File: config.mk
export PLATFORM = sky130hd
export DESIGN_NAME = ov7670_row_writer
export DESIGN_NICKNAME = d
export VERILOG_FILES = /design/src/rtl/ov7670_row_writer_pkg.sv /design/src/rtl/ov7670_sync_edge.sv /design/src/rtl/ov7670_row_writer.sv
export SDC_FILE = /design/constraint.sdc
export NUM_CORES = 1
export LEC_CHECK = 0
export ABC_AREA = 1
export BUFFER_PORTS_ARGS = -buffer_cell sky130_fd_sc_hd__buf_2
export CAP_MARGIN = 20
export CORE_MARGIN = 3
export CORE_UTILIZATION = 50
export DETAILED_ROUTE_END_ITERATION = 12
export PLACE_DENSITY = 0.72
export SYNTH_ARGS = -nofsm -noshare
export SYNTH_HDL_FRONTEND = slang
export SYNTH_SLANG_ARGS = --single-unit
File: constraint.sdc
create_clock -name clk -period 1.75 [get_ports clk]
set_input_delay 0.35 -clock clk [delete_from_list [all_inputs] [get_ports clk]]
set_output_delay 0.35 -clock clk [all_outputs]
set_load 0.02 [all_outputs]
File: src/rtl/ov7670_row_writer_pkg.sv
// Shared camera definitions: FSM states and the row-buffer address split.
package ov7670_row_writer_pkg;

  typedef enum logic [1:0] {
    ST_WAIT_FRAME = 2'd0,
    ST_WAIT_ROW   = 2'd1,
    ST_ACTIVE     = 2'd2,
    ST_DROP       = 2'd3
  } state_t;

  localparam int BANK_DEPTH = 1024;
  localparam int COL_W      = $clog2(BANK_DEPTH);
  localparam int BANK_BIT   = COL_W;
  localparam int ADDR_W     = COL_W + 1;
  // Row length must be able to hold BANK_DEPTH itself
  localparam int LEN_W      = COL_W + 1;

endpackage

File: src/rtl/ov7670_sync_edge.sv
// Camera input register stage plus registered edge detection of vsync/href.
module ov7670_sync_edge (
  input  logic       clk,
  input  logic       reset,
  input  logic       cam_vsync,
  input  logic       cam_href,
  input  logic [7:0] cam_data,
  output logic       href_lvl,
  output logic [7:0] data,
  output logic       v_rise,
  output logic       v_fall,
  output logic       h_rise,
  output logic       h_fall
);

  logic       v_q_reg, h_q_reg, v_d_reg, h_d_reg;
  logic [7:0] d_q_reg, d_d_reg;
  logic       v_rise_reg, v_fall_reg, h_rise_reg, h_fall_reg;

  // Edge flags are aligned with the delayed copies, so level, byte and
  // edges presented downstream all describe the same camera sample.
  always_ff @(posedge clk) begin
    if (reset) begin
      v_q_reg    <= 1'b0;
      h_q_reg    <= 1'b0;
      d_q_reg    <= 8'd0;
      v_d_reg    <= 1'b0;
      h_d_reg    <= 1'b0;
      d_d_reg    <= 8'd0;
      v_rise_reg <= 1'b0;
      v_fall_reg <= 1'b0;
      h_rise_reg <= 1'b0;
      h_fall_reg <= 1'b0;
    end else begin
      v_q_reg    <= cam_vsync;
      h_q_reg    <= cam_href;
      d_q_reg    <= cam_data;
      v_d_reg    <= v_q_reg;
      h_d_reg    <= h_q_reg;
      d_d_reg    <= d_q_reg;
      v_rise_reg <= v_q_reg & ~v_d_reg;
      v_fall_reg <= ~v_q_reg & v_d_reg;
      h_rise_reg <= h_q_reg & ~h_d_reg;
      h_fall_reg <= ~h_q_reg & h_d_reg;
    end
  end

  assign href_lvl = h_d_reg;
  assign data     = d_d_reg;
  assign v_rise   = v_rise_reg;
  assign v_fall   = v_fall_reg;
  assign h_rise   = h_rise_reg;
  assign h_fall   = h_fall_reg;

endmodule

File: src/rtl/ov7670_row_writer.sv
// Pairs OV7670 RGB565 bytes into pixels and writes rows into a two-bank
// ping-pong row buffer, publishing each finished row to the reader.
module ov7670_row_writer
  import ov7670_row_writer_pkg::*;
#(
  parameter int MAX_WIDTH = 640,
  parameter int ROW_W     = 10
) (
  input  logic              clk,
  input  logic              reset,
  input  logic              cam_vsync,
  input  logic              cam_href,
  input  logic [7:0]        cam_data,
  output logic [ADDR_W-1:0] buf_ada,
  output logic [15:0]       buf_dina,
  output logic              buf_wrea,
  output logic              buf_cea,
  output logic              row_done,
  output logic              row_bank,
  output logic [LEN_W-1:0]  row_len,
  output logic [ROW_W-1:0]  row_num,
  input  logic [1:0]        bank_release,
  output logic [1:0]        bank_full,
  output logic              frame_start,
  output logic              row_dropped
);

  localparam logic [LEN_W-1:0] COL_LIMIT = LEN_W'(MAX_WIDTH);

  logic       href_lvl, v_rise, v_fall, h_rise, h_fall;
  logic [7:0] data;

  ov7670_sync_edge u_sync (
    .clk      (clk),
    .reset    (reset),
    .cam_vsync(cam_vsync),
    .cam_href (cam_href),
    .cam_data (cam_data),
    .href_lvl (href_lvl),
    .data     (data),
    .v_rise   (v_rise),
    .v_fall   (v_fall),
    .h_rise   (h_rise),
    .h_fall   (h_fall)
  );

  state_t             state_reg, state_next;
  logic               toggle_reg, toggle_next;
  logic [7:0]         first_reg, first_next;
  logic [LEN_W-1:0]   col_reg, col_next;
  logic               bank_sel_reg, bank_sel_next;
  logic [ROW_W-1:0]   row_cnt_reg, row_cnt_next;
  logic [ADDR_W-1:0]  ada_reg, ada_next;
  logic [15:0]        dina_reg, dina_next;
  logic               wrea_reg, wrea_next;
  logic               row_done_reg, row_done_next;
  logic               row_bank_reg, row_bank_next;
  logic [LEN_W-1:0]   row_len_reg, row_len_next;
  logic [ROW_W-1:0]   row_num_reg, row_num_next;
  logic [1:0]         bank_full_reg, bank_full_next;
  logic [1:0]         bank_set;
  logic               frame_start_reg, frame_start_next;
  logic               row_dropped_reg, row_dropped_next;

  always_ff @(posedge clk) begin
    if (reset) begin
      state_reg       <= ST_WAIT_FRAME;
      toggle_reg      <= 1'b0;
      first_reg       <= 8'd0;
      col_reg         <= '0;
      bank_sel_reg    <= 1'b0;
      row_cnt_reg     <= '0;
      ada_reg         <= '0;
      dina_reg        <= 16'd0;
      wrea_reg        <= 1'b0;
      row_done_reg    <= 1'b0;
      row_bank_reg    <= 1'b0;
      row_len_reg     <= '0;
      row_num_reg     <= '0;
      bank_full_reg   <= 2'b00;
      frame_start_reg <= 1'b0;
      row_dropped_reg <= 1'b0;
    end else begin
      state_reg       <= state_next;
      toggle_reg      <= toggle_next;
      first_reg       <= first_next;
      col_reg         <= col_next;
      bank_sel_reg    <= bank_sel_next;
      row_cnt_reg     <= row_cnt_next;
      ada_reg         <= ada_next;
      dina_reg        <= dina_next;
      wrea_reg        <= wrea_next;
      row_done_reg    <= row_done_next;
      row_bank_reg    <= row_bank_next;
      row_len_reg     <= row_len_next;
      row_num_reg     <= row_num_next;
      bank_full_reg   <= bank_full_next;
      frame_start_reg <= frame_start_next;
      row_dropped_reg <= row_dropped_next;
    end
  end

  always_comb begin
    state_next       = state_reg;
    toggle_next      = toggle_reg;
    first_next       = first_reg;
    col_next         = col_reg;
    bank_sel_next    = bank_sel_reg;
    row_cnt_next     = row_cnt_reg;
    ada_next         = ada_reg;
    dina_next        = dina_reg;
    wrea_next        = 1'b0;
    row_done_next    = 1'b0;
    row_bank_next    = row_bank_reg;
    row_len_next     = row_len_reg;
    row_num_next     = row_num_reg;
    row_dropped_next = row_dropped_reg;
    frame_start_next = v_fall;
    bank_set         = 2'b00;

    // vsync rising aborts whatever row is in flight without publishing it
    if (v_rise) begin
      state_next = ST_WAIT_FRAME;
    end else begin
      case (state_reg)
        ST_WAIT_FRAME: begin
          if (v_fall) begin
            state_next   = ST_WAIT_ROW;
            row_cnt_next = '0;
          end
        end
        ST_WAIT_ROW: begin
          if (h_rise) begin
            // The byte sampled with the href edge is the row's first byte
            toggle_next = 1'b1;
            first_next  = data;
            col_next    = '0;
            if (!bank_full_reg[0]) begin
              bank_sel_next = 1'b0;
              state_next    = ST_ACTIVE;
            end else if (!bank_full_reg[1]) begin
              bank_sel_next = 1'b1;
              state_next    = ST_ACTIVE;
            end else begin
              state_next       = ST_DROP;
              row_dropped_next = 1'b1;
            end
          end
        end
        ST_ACTIVE: begin
          if (h_fall) begin
            bank_set[bank_sel_reg] = 1'b1;
            row_done_next = 1'b1;
            row_bank_next = bank_sel_reg;
            row_len_next  = col_reg;
            row_num_next  = row_cnt_reg;
            row_cnt_next  = row_cnt_reg + ROW_W'(1);
            state_next    = ST_WAIT_ROW;
          end else if (href_lvl) begin
            if (!toggle_reg) begin
              toggle_next = 1'b1;
              first_next  = data;
            end else begin
              toggle_next = 1'b0;
              if (col_reg < COL_LIMIT) begin
                wrea_next = 1'b1;
                ada_next  = {bank_sel_reg, col_reg[COL_W-1:0]};
                dina_next = {first_reg, data};
                col_next  = col_reg + LEN_W'(1);
              end
            end
          end
        end
        ST_DROP: begin
          if (h_fall) begin
            row_cnt_next = row_cnt_reg + ROW_W'(1);
            state_next   = ST_WAIT_ROW;
          end
        end
        default: state_next = ST_WAIT_FRAME;
      endcase
    end

    // A publish in the same cycle as a release of that bank keeps it owned
    bank_full_next = (bank_full_reg & ~bank_release) | bank_set;
  end

  assign buf_ada     = ada_reg;
  assign buf_dina    = dina_reg;
  assign buf_wrea    = wrea_reg;
  assign buf_cea     = wrea_reg;
  assign row_done    = row_done_reg;
  assign row_bank    = row_bank_reg;
  assign row_len     = row_len_reg;
  assign row_num     = row_num_reg;
  assign bank_full   = bank_full_reg;
  assign frame_start = frame_start_reg;
  assign row_dropped = row_dropped_reg;

endmodule

======== Word-level counts from Yosys, hierarchy flattened ========
Index checks and enable logic that the tools add are counted.
cells by class
  bitwise logic cells ..................... 15
  order comparisons ....................... 3
  reductions and logical operators ........ 17
  equal/unequal tests ..................... 12
  mux-type cells .......................... 34
  add/sub/neg operators ................... 2
operators by type and width
  cell                                                                    number
  11-bit two-way mux                                                      5
  8-bit two-way mux                                                       4
  11-bit one-hot mux with 2 select lines                                  1
  10-bit two-way mux                                                      2
  10-bit one-hot mux with 2 select lines                                  1
  8-bit one-hot mux with 2 select lines                                   1
  2-bit two-way mux                                                       6
  6-bit AND reduction                                                     2
  11-bit by 1-bit adder with 11-bit output, second input constant         1
  11-bit by 10-bit < comparator with 1-bit output, second input constant  1
  1-bit two-way mux                                                       11
  10-bit by 1-bit adder with 10-bit output, second input constant         1
  2-bit != test, second input constant                                    5
  5-bit AND reduction                                                     2
  2-bit by 1-bit != test with 1-bit output, second input constant         4
  1-bit NOT                                                               8
  4-bit AND reduction                                                     2
  7-bit AND reduction                                                     1
  2-bit one-hot mux with 3 select lines                                   1
  3-bit AND reduction                                                     2
  6-bit OR reduction                                                      1
  1-bit AND                                                               4
  2-bit equality test, second input constant                              2
  2-bit nonzero test                                                      2
  12 further kinds                                                        13
word-level totals
  flip-flop bits (word level) ............. 112
  bits of input ports ..................... 14

======== Logic depth before layout (Yosys ltp) ========
Gate-level depths: netlist of the first run.
  depth in word-level cells ............... 8
  gate-level depth with buffers ........... 9
  depth with buffers taken out ............ 9

======== Hierarchy ========
Synthesis of the first run repeated with hierarchy kept, for this count alone.
unflattened totals
  cells, all modules ...................... 561
  area total of the unflattened synthesis .. 4,356.7 µm²
modules (own cells, without submodules)
  module             area each (µm²)  instances  cells an instance  sequential area each (µm²)
  ov7670_row_writer  3,673.5          1          488                1,761.7
  ov7670_sync_edge   683.2            1          73                 480.5

======== Least setup slack after synthesis of the first run ========
Ideal clock, no wire load.
  path type ............................... register to register
  from .................................... reg state_reg[1]
  to ...................................... reg ada_reg[6] (netlist: buf_ada[6])
  clock period less this slack ............ 1.309 ns
  path slack .............................. 0.441 ns
  data required time ...................... 1.634 ns
  cell stages (with the launch flop) ...... 9
  path buffers ............................ 1
  data arrival time ....................... 1.193 ns
  library setup time ...................... 0.116 ns
  path through ............................ dfxtp_1 inv_2 nor2_4 nand4_2 nor2_4 inv_2 buf_6 nor2_1 nor2_1
between the ends
  cells in the longest elaborated chain, start to end .. 2
ends and longest elaborated chain
  item                                  line                      source
  start, declared                       ov7670_row_writer.sv:47   state_t state_reg, state_next;
  start signal, assigned                ov7670_row_writer.sv:84   state_reg <= state_next;
  2-bit equality test                   ov7670_row_writer.sv:125  case (state_reg)
  6-bit AND reduction (no source line)  -
  end signal, assigned                  ov7670_row_writer.sv:90   ada_reg <= ada_next;
  end, declared                         ov7670_row_writer.sv:53   logic [ADDR_W-1:0] ada_reg, ada_next;
Every way passes these cells.
A chain may end at the register's enable or synchronous reset.

======== Worst setup path after layout of the first run ========
  from .................................... reg state_reg[1]
  to ...................................... reg col_reg[7]
between the ends
  cells in the longest elaborated chain, start to end .. 3
  elaborated cells between the ends (all ways) .. 10
ends and longest elaborated chain
  item                                                                                   line                      source
  2-bit equality test or 2-bit by 1-bit equality test with 1-bit output (tied branches)  ov7670_row_writer.sv:125
  2-bit != test (no source line), or another cell as far along                           -
  7-bit AND reduction (no source line)                                                   -
  end signal, assigned                                                                   ov7670_row_writer.sv:87   col_reg <= col_next;
  end, declared                                                                          ov7670_row_writer.sv:50   logic [LEN_W-1:0] col_reg, col_next;
Parallel ways exist; a longest one is shown, timed or not.

==> impl_metrics.tcl, run 1 <==
set metrics [dict create \
    yosysWarnings 0 \
    routed-via-count 3658 \
    diodes 0 \
    syn_inst 547 \
    whs_ps 172.9 \
    fin_tns_setup_ps 0 \
    fill_cells 745 \
    largest_reg_flops 16 \
    synth_area_leaders "dfxtp_1, nor2_1, nand2_1" \
    yosysTopAreaCell "dfxtp_1" \
    period_needed_ps 1516 \
    r2r_start "state_reg[1]" \
    die_area_um2 9529 \
    synth_top_area_share_pct 53.43 \
    synth_area_um2 4197 \
    powerDensity_nw_per_um2 875.2 \
    cts_resized 0 \
    ys_types 29 \
    vdd_drop_max_uv 488.3 \
    wl_per_cell_um 11.99 \
    final_max_slew_viol_count 0 \
    io_buffers 69 \
    rsz0062_at_grt "no" \
    coreArea_um2 7928 \
    clkPwrFrac_pct 36.1 \
    critPathKind "flop to flop" \
    synthFlopType "dfxtp_1" \
    cts.clk_slew.worst_paths_ps 100 \
    synth-seq-cells 112 \
    pwr-share-seq_pct 61.1 \
    routed_via_density 5.059 \
    timing.fmax_mhz 659.8 \
    min_from "cam_data[6]" \
    grt_overflow_total 0 \
    cts_num_sinks 112 \
    dr.first_iter.drc_count 111 \
    r2r_cells 7 \
    drive_gt1_share_pct 17.55 \
    fin_skew_ps 14.39 \
    crit_path_max_fanout 24 \
    wl_um 8667 \
    cp.required_ps 2060 \
    synth-edff-count 0 \
    start_util_pct 52.94 \
    cts-root-buf "clkbuf_8" \
    cts_buffers 9 \
    synth_common_cells "nor2_1, dfxtp_1, nand2_1" \
    cts_tree "done" \
    hold_viol 0 \
    insertion_delay_ps 370 \
    final_core_util_pct 61.05 \
    gp_congestion 0.8421 \
    grt_pass1_wl_um 14990 \
    p_sw_share_pct 22.37 \
    dp_cells 707 \
    grt_pass1_vias 3321 \
    ios 70 \
    ctsHoldBuffers 0 \
    area_growth_pct 15.32 \
    crit_arrival_ps 1820 \
    clock_path_buffers 2 \
    dr.pass1.iters 5 \
    cts_setup_buffers 0 \
    synth.yosys.seq_area_share_pct 53.43 \
    synthesis.nets 563 \
    rows 32 \
    fp.dieH_um 97.62 \
    crit_start "state_reg[1]" \
    p_int_mw 3.288 \
    fin_crit_sh_pct 86.61 \
    grt_max_degree 32 \
    relSlewSlack_pct 70.01 \
    setup_viol 0 \
    cp-start-kind "flop" \
    power.switching_mw 0.9474 \
    grt.total_usage_pct 18.65 \
    die_w_um 97.62 \
    tightestPinTransition_ps 449.3 \
    drv_cap 0 \
    avgSynthCellArea_um2 7.672 \
    hp-class "input port to flop" \
    ant_nets 0 \
    yosysMostFrequentCell "nor2_1" \
    combPwrFrac_pct 2.8 \
    fin_cells 723 \
    finalNetCount 632 \
    hold_depth 3 \
    async_flop_share_pct 0 \
    hpwlAfterDp_um 6183 \
    endpoint_kind "flop" \
    outcome "complete, no violations" \
    htreeDepth 3 \
    power.leakage_nw 2.297 \
    antenna_found_initial 0 \
    drc 0 \
]
==> cell usage in the layout, fill, tap and decap left out <==
master / count
a21o_1: 1
a21oi_1: 37
a31oi_1: 1
buf_12: 1
buf_2: 69
buf_4: 12
bufinv_16: 1
clkbuf_1: 1
clkbuf_8: 9
clkinv_2: 2
clkinv_4: 1
dfxtp_1: 112
ha_1: 2
inv_1: 50
inv_2: 3
inv_6: 2
nand2_1: 80
nand2_2: 1
nand2_4: 1
nand3_1: 27
nand3b_1: 3
nand4_1: 7
nand4_2: 1
nor2_1: 127
nor2_2: 2
nor2_4: 3
nor3_1: 6
o21a_1: 1
o21ai_0: 43
o21ai_1: 9
o21bai_1: 3
o31ai_1: 1
or2_2: 1
xor2_1: 1
==> metal layers <==
layer | vias to the layer above | track usage (%) | part of all wire, %
met2 | 86 | 31.84 | 48
met5 | - | 0 | 0
li1 | 1882 | - | -
met1 | 1677 | 23.49 | 45
met3 | 13 | 3.374 | 5.0
met4 | 0 | 6.816 | 1.6
==> worst paths after layout <==
kind | to | slack (ps)
min reg2reg | u_sync.data[4] | 410
min | u_sync.d_q_reg[6] | 170
max reg2reg | col_reg[7] | 230
max | col_reg[7] | 230
==> through the flow <==
step	setup WS (ps)	power, mW	instance area, um2
2_1_floorplan	441.4	2.724	4197
3_3_place_gp	289.4	2.764	4646
3_5_place_dp	233.5	2.768	4646
4_1_cts	224.2	4.265	4840
5_1_grt	30.25	4.390	4840
6_report	234.4	4.235	4840
==> power groups by stage <==
stage | clock, mW | sequential, mW | combinational (mW)
floorplan | 0 | 2.64 | 0.0796
global placement | 0 | 2.65 | 0.117
detailed placement | 0 | 2.65 | 0.120
CTS | 1.55 | 2.59 | 0.121
global route | 1.66 | 2.59 | 0.136
finish | 1.53 | 2.59 | 0.119
==> critical path, cell delays in order, from the launching register on <==
cell	delay, ps
dfxtp_1	470
inv_2	120
nor2_4	130
nand4_2	110
nor2_4	130
buf_4	260
nand3_1	110
a21oi_1	130
==> cell families (layout without fill, tap and decap cells) <==
logic type | Yosys count | count (layout) | share of synthesized area (%)
flops | 112 | 112 | 53.43
fa+ha+maj | 2 | 2 | 0.5962
compound gates | 96 | 96 | 11.84
xor+xnor | 1 | 1 | 0.2087
simple gates | 259 | 259 | 26.00
buf+inv | 77 | 151 | 7.931
==> cell type report <==
cell class | count | area (um2) | area share (%)
Clock buffer | 10 | 127.6 | 2.637
Clock inverter | 6 | 66.31 | 1.370
Inverter | 53 | 198.9 | 4.111
Multi-Input combinational cell | 358 | 1622 | 33.51
Sequential cell | 112 | 2242 | 46.33
Tap cell | 102 | 127.6 | 2.637
Timing Repair Buffer | 82 | 455.4 | 9.411
Note: power is estimated with default switching activity, not from simulation.
==> run 2, diff against run 1 <==
Settings changed: GPL_TIMING_DRIVEN from default to 0.
Clock period 1.75 ns to 1.9 ns, I/O delays scaled along.
==> impl_metrics.tcl, run 2 (synthesized netlist as in run 1, its figures left out) <==
set metrics [dict create \
    outcome "complete, no violations" \
    min_from "bank_release[1]" \
    insertion_delay_ps 360 \
    fp.dieH_um 97.62 \
    coreArea_um2 7928 \
    powerDensity_nw_per_um2 786.3 \
    cts_tree "done" \
    finalNetCount 643 \
    tightestPinTransition_ps 549.7 \
    cts.clk_slew.worst_paths_ps 100 \
    power.leakage_nw 2.277 \
    timing.fmax_mhz 582.0 \
    clock_path_buffers 2 \
    antenna_found_initial 0 \
    wl_per_cell_um 12.95 \
    grt_max_degree 20 \
    cts_buffers 9 \
    wl_um 9506 \
    grt_pass1_wl_um 15820 \
    whs_ps 209.2 \
    final_max_slew_viol_count 0 \
    fin_crit_sh_pct 90.43 \
    io_buffers 69 \
    routed_via_density 5.023 \
    grt.total_usage_pct 19.83 \
    vdd_drop_max_uv 428.9 \
    drive_gt1_share_pct 16.77 \
    cts-root-buf "clkbuf_8" \
    relSlewSlack_pct 63.35 \
    rsz0062_at_grt "no" \
    htreeDepth 3 \
    layout_common_cells "nor2_1, dfxtp_1, nand2_1" \
    crit_start "state_reg[1]" \
    crit_arrival_ps 1970 \
    hpwlAfterDp_um 6834 \
    fill_cells 736 \
    die_area_um2 9529 \
    setup_viol 0 \
    rows 32 \
    diodes 0 \
    endpoint_kind "flop" \
    cp-start-kind "flop" \
    area_growth_pct 15.56 \
    hp-class "input port to flop" \
    dr.pass1.iters 4 \
    hold_viol 0 \
    gp_congestion 0.9150 \
    routed-via-count 3687 \
    cts_resized 0 \
    largest_reg_flops 16 \
    drv_cap 0 \
    drc 0 \
    critPathKind "flop to flop" \
    cts_num_sinks 112 \
    final_common_cell "nor2_1" \
    ant_nets 0 \
    grt_overflow_total 0 \
    period_needed_ps 1718 \
    ctsHoldBuffers 0 \
    ios 70 \
    r2r_start "state_reg[1]" \
    cp.required_ps 2160 \
    cts_setup_buffers 0 \
    fin_skew_ps 9.535 \
    fin_tns_setup_ps 0 \
    crit_path_max_fanout 10 \
    start_util_pct 52.94 \
    dr.first_iter.drc_count 157 \
    grt_pass1_vias 3369 \
    die_w_um 97.62 \
]
## run 2: cell count changes in the layout (fill, tap and decap cells not counted), moves of 2 or more
cell / before / now
buf_4: 12 / 3
clkinvlp_4: 0 / 3
buf_6: 0 / 4
clkbuf_1: 1 / 15
buf_2: 69 / 71
## run 2: cell type report
cell class              instances  area (um2)  area share (%)
flip-flops and latches        112        2242           46.23
clock buffers                   9       123.9           2.554
repair buffers                 69       345.3           7.121
plain buffers                  24       133.9           2.761
clock inverters                 7       56.30           1.161
inverters                      53       198.9           4.102
well taps                     102       127.6           2.632
multi-input cells             358        1622           33.44
## run 2: metrics by stage
stage / power [mW] / area [um2] / util, % / worst slack [ps] / cells
floorplan: 2.509 / 4197 / - / 591.4 / 547
global placement: 2.552 / 4669 / 58.90 / 74.32 / 718
detailed placement: 2.554 / 4669 / 58.90 / 50.95 / 718
CTS: 3.838 / 4850 / 61.17 / 208.1 / 734
global route: 3.930 / 4850 / 61.17 / 56.56 / 734
finish: 3.813 / 4850 / 61.17 / 181.8 / 734
## run 2: report_power, final
group          internal, mW  total, mW  switching [mW]
Sequential             2.37       2.38          0.0135
Combinational        0.0361      0.115          0.0794
Clock                 0.491       1.31           0.822
## run 2: path summary, 6_finish.rpt
| path | to | slack, ps | cells after the start |
|---|---|---|---|
| setup / recovery | row_len[1] | 180 | 6 |
| hold / removal | bank_full[1] | 210 | 2 |
| setup reg to reg | row_len[1] | 180 | 6 |
| hold reg to reg | u_sync.data[0] | 400 | 2 |
## run 2: worst max-delay path: stages (launching register included)
cell and delay [ps]:
dfxtp_1 490, nand3_1 170, nor2_2 260, inv_1 120, clkbuf_1 270, nor2_1 230
nor2_1 70
## run 2: routing by layer
| metal | GRT usage, % | vias up | wire, um |
|---|---|---|---|
| met4 | 5.751 | 0 | 95 |
| met5 | 0 | - | 0 |
| li1 | - | 1904 | - |
| met3 | 3.087 | 11 | 424 |
| met1 | 26.37 | 1688 | 4542 |
| met2 | 33.32 | 84 | 4445 |
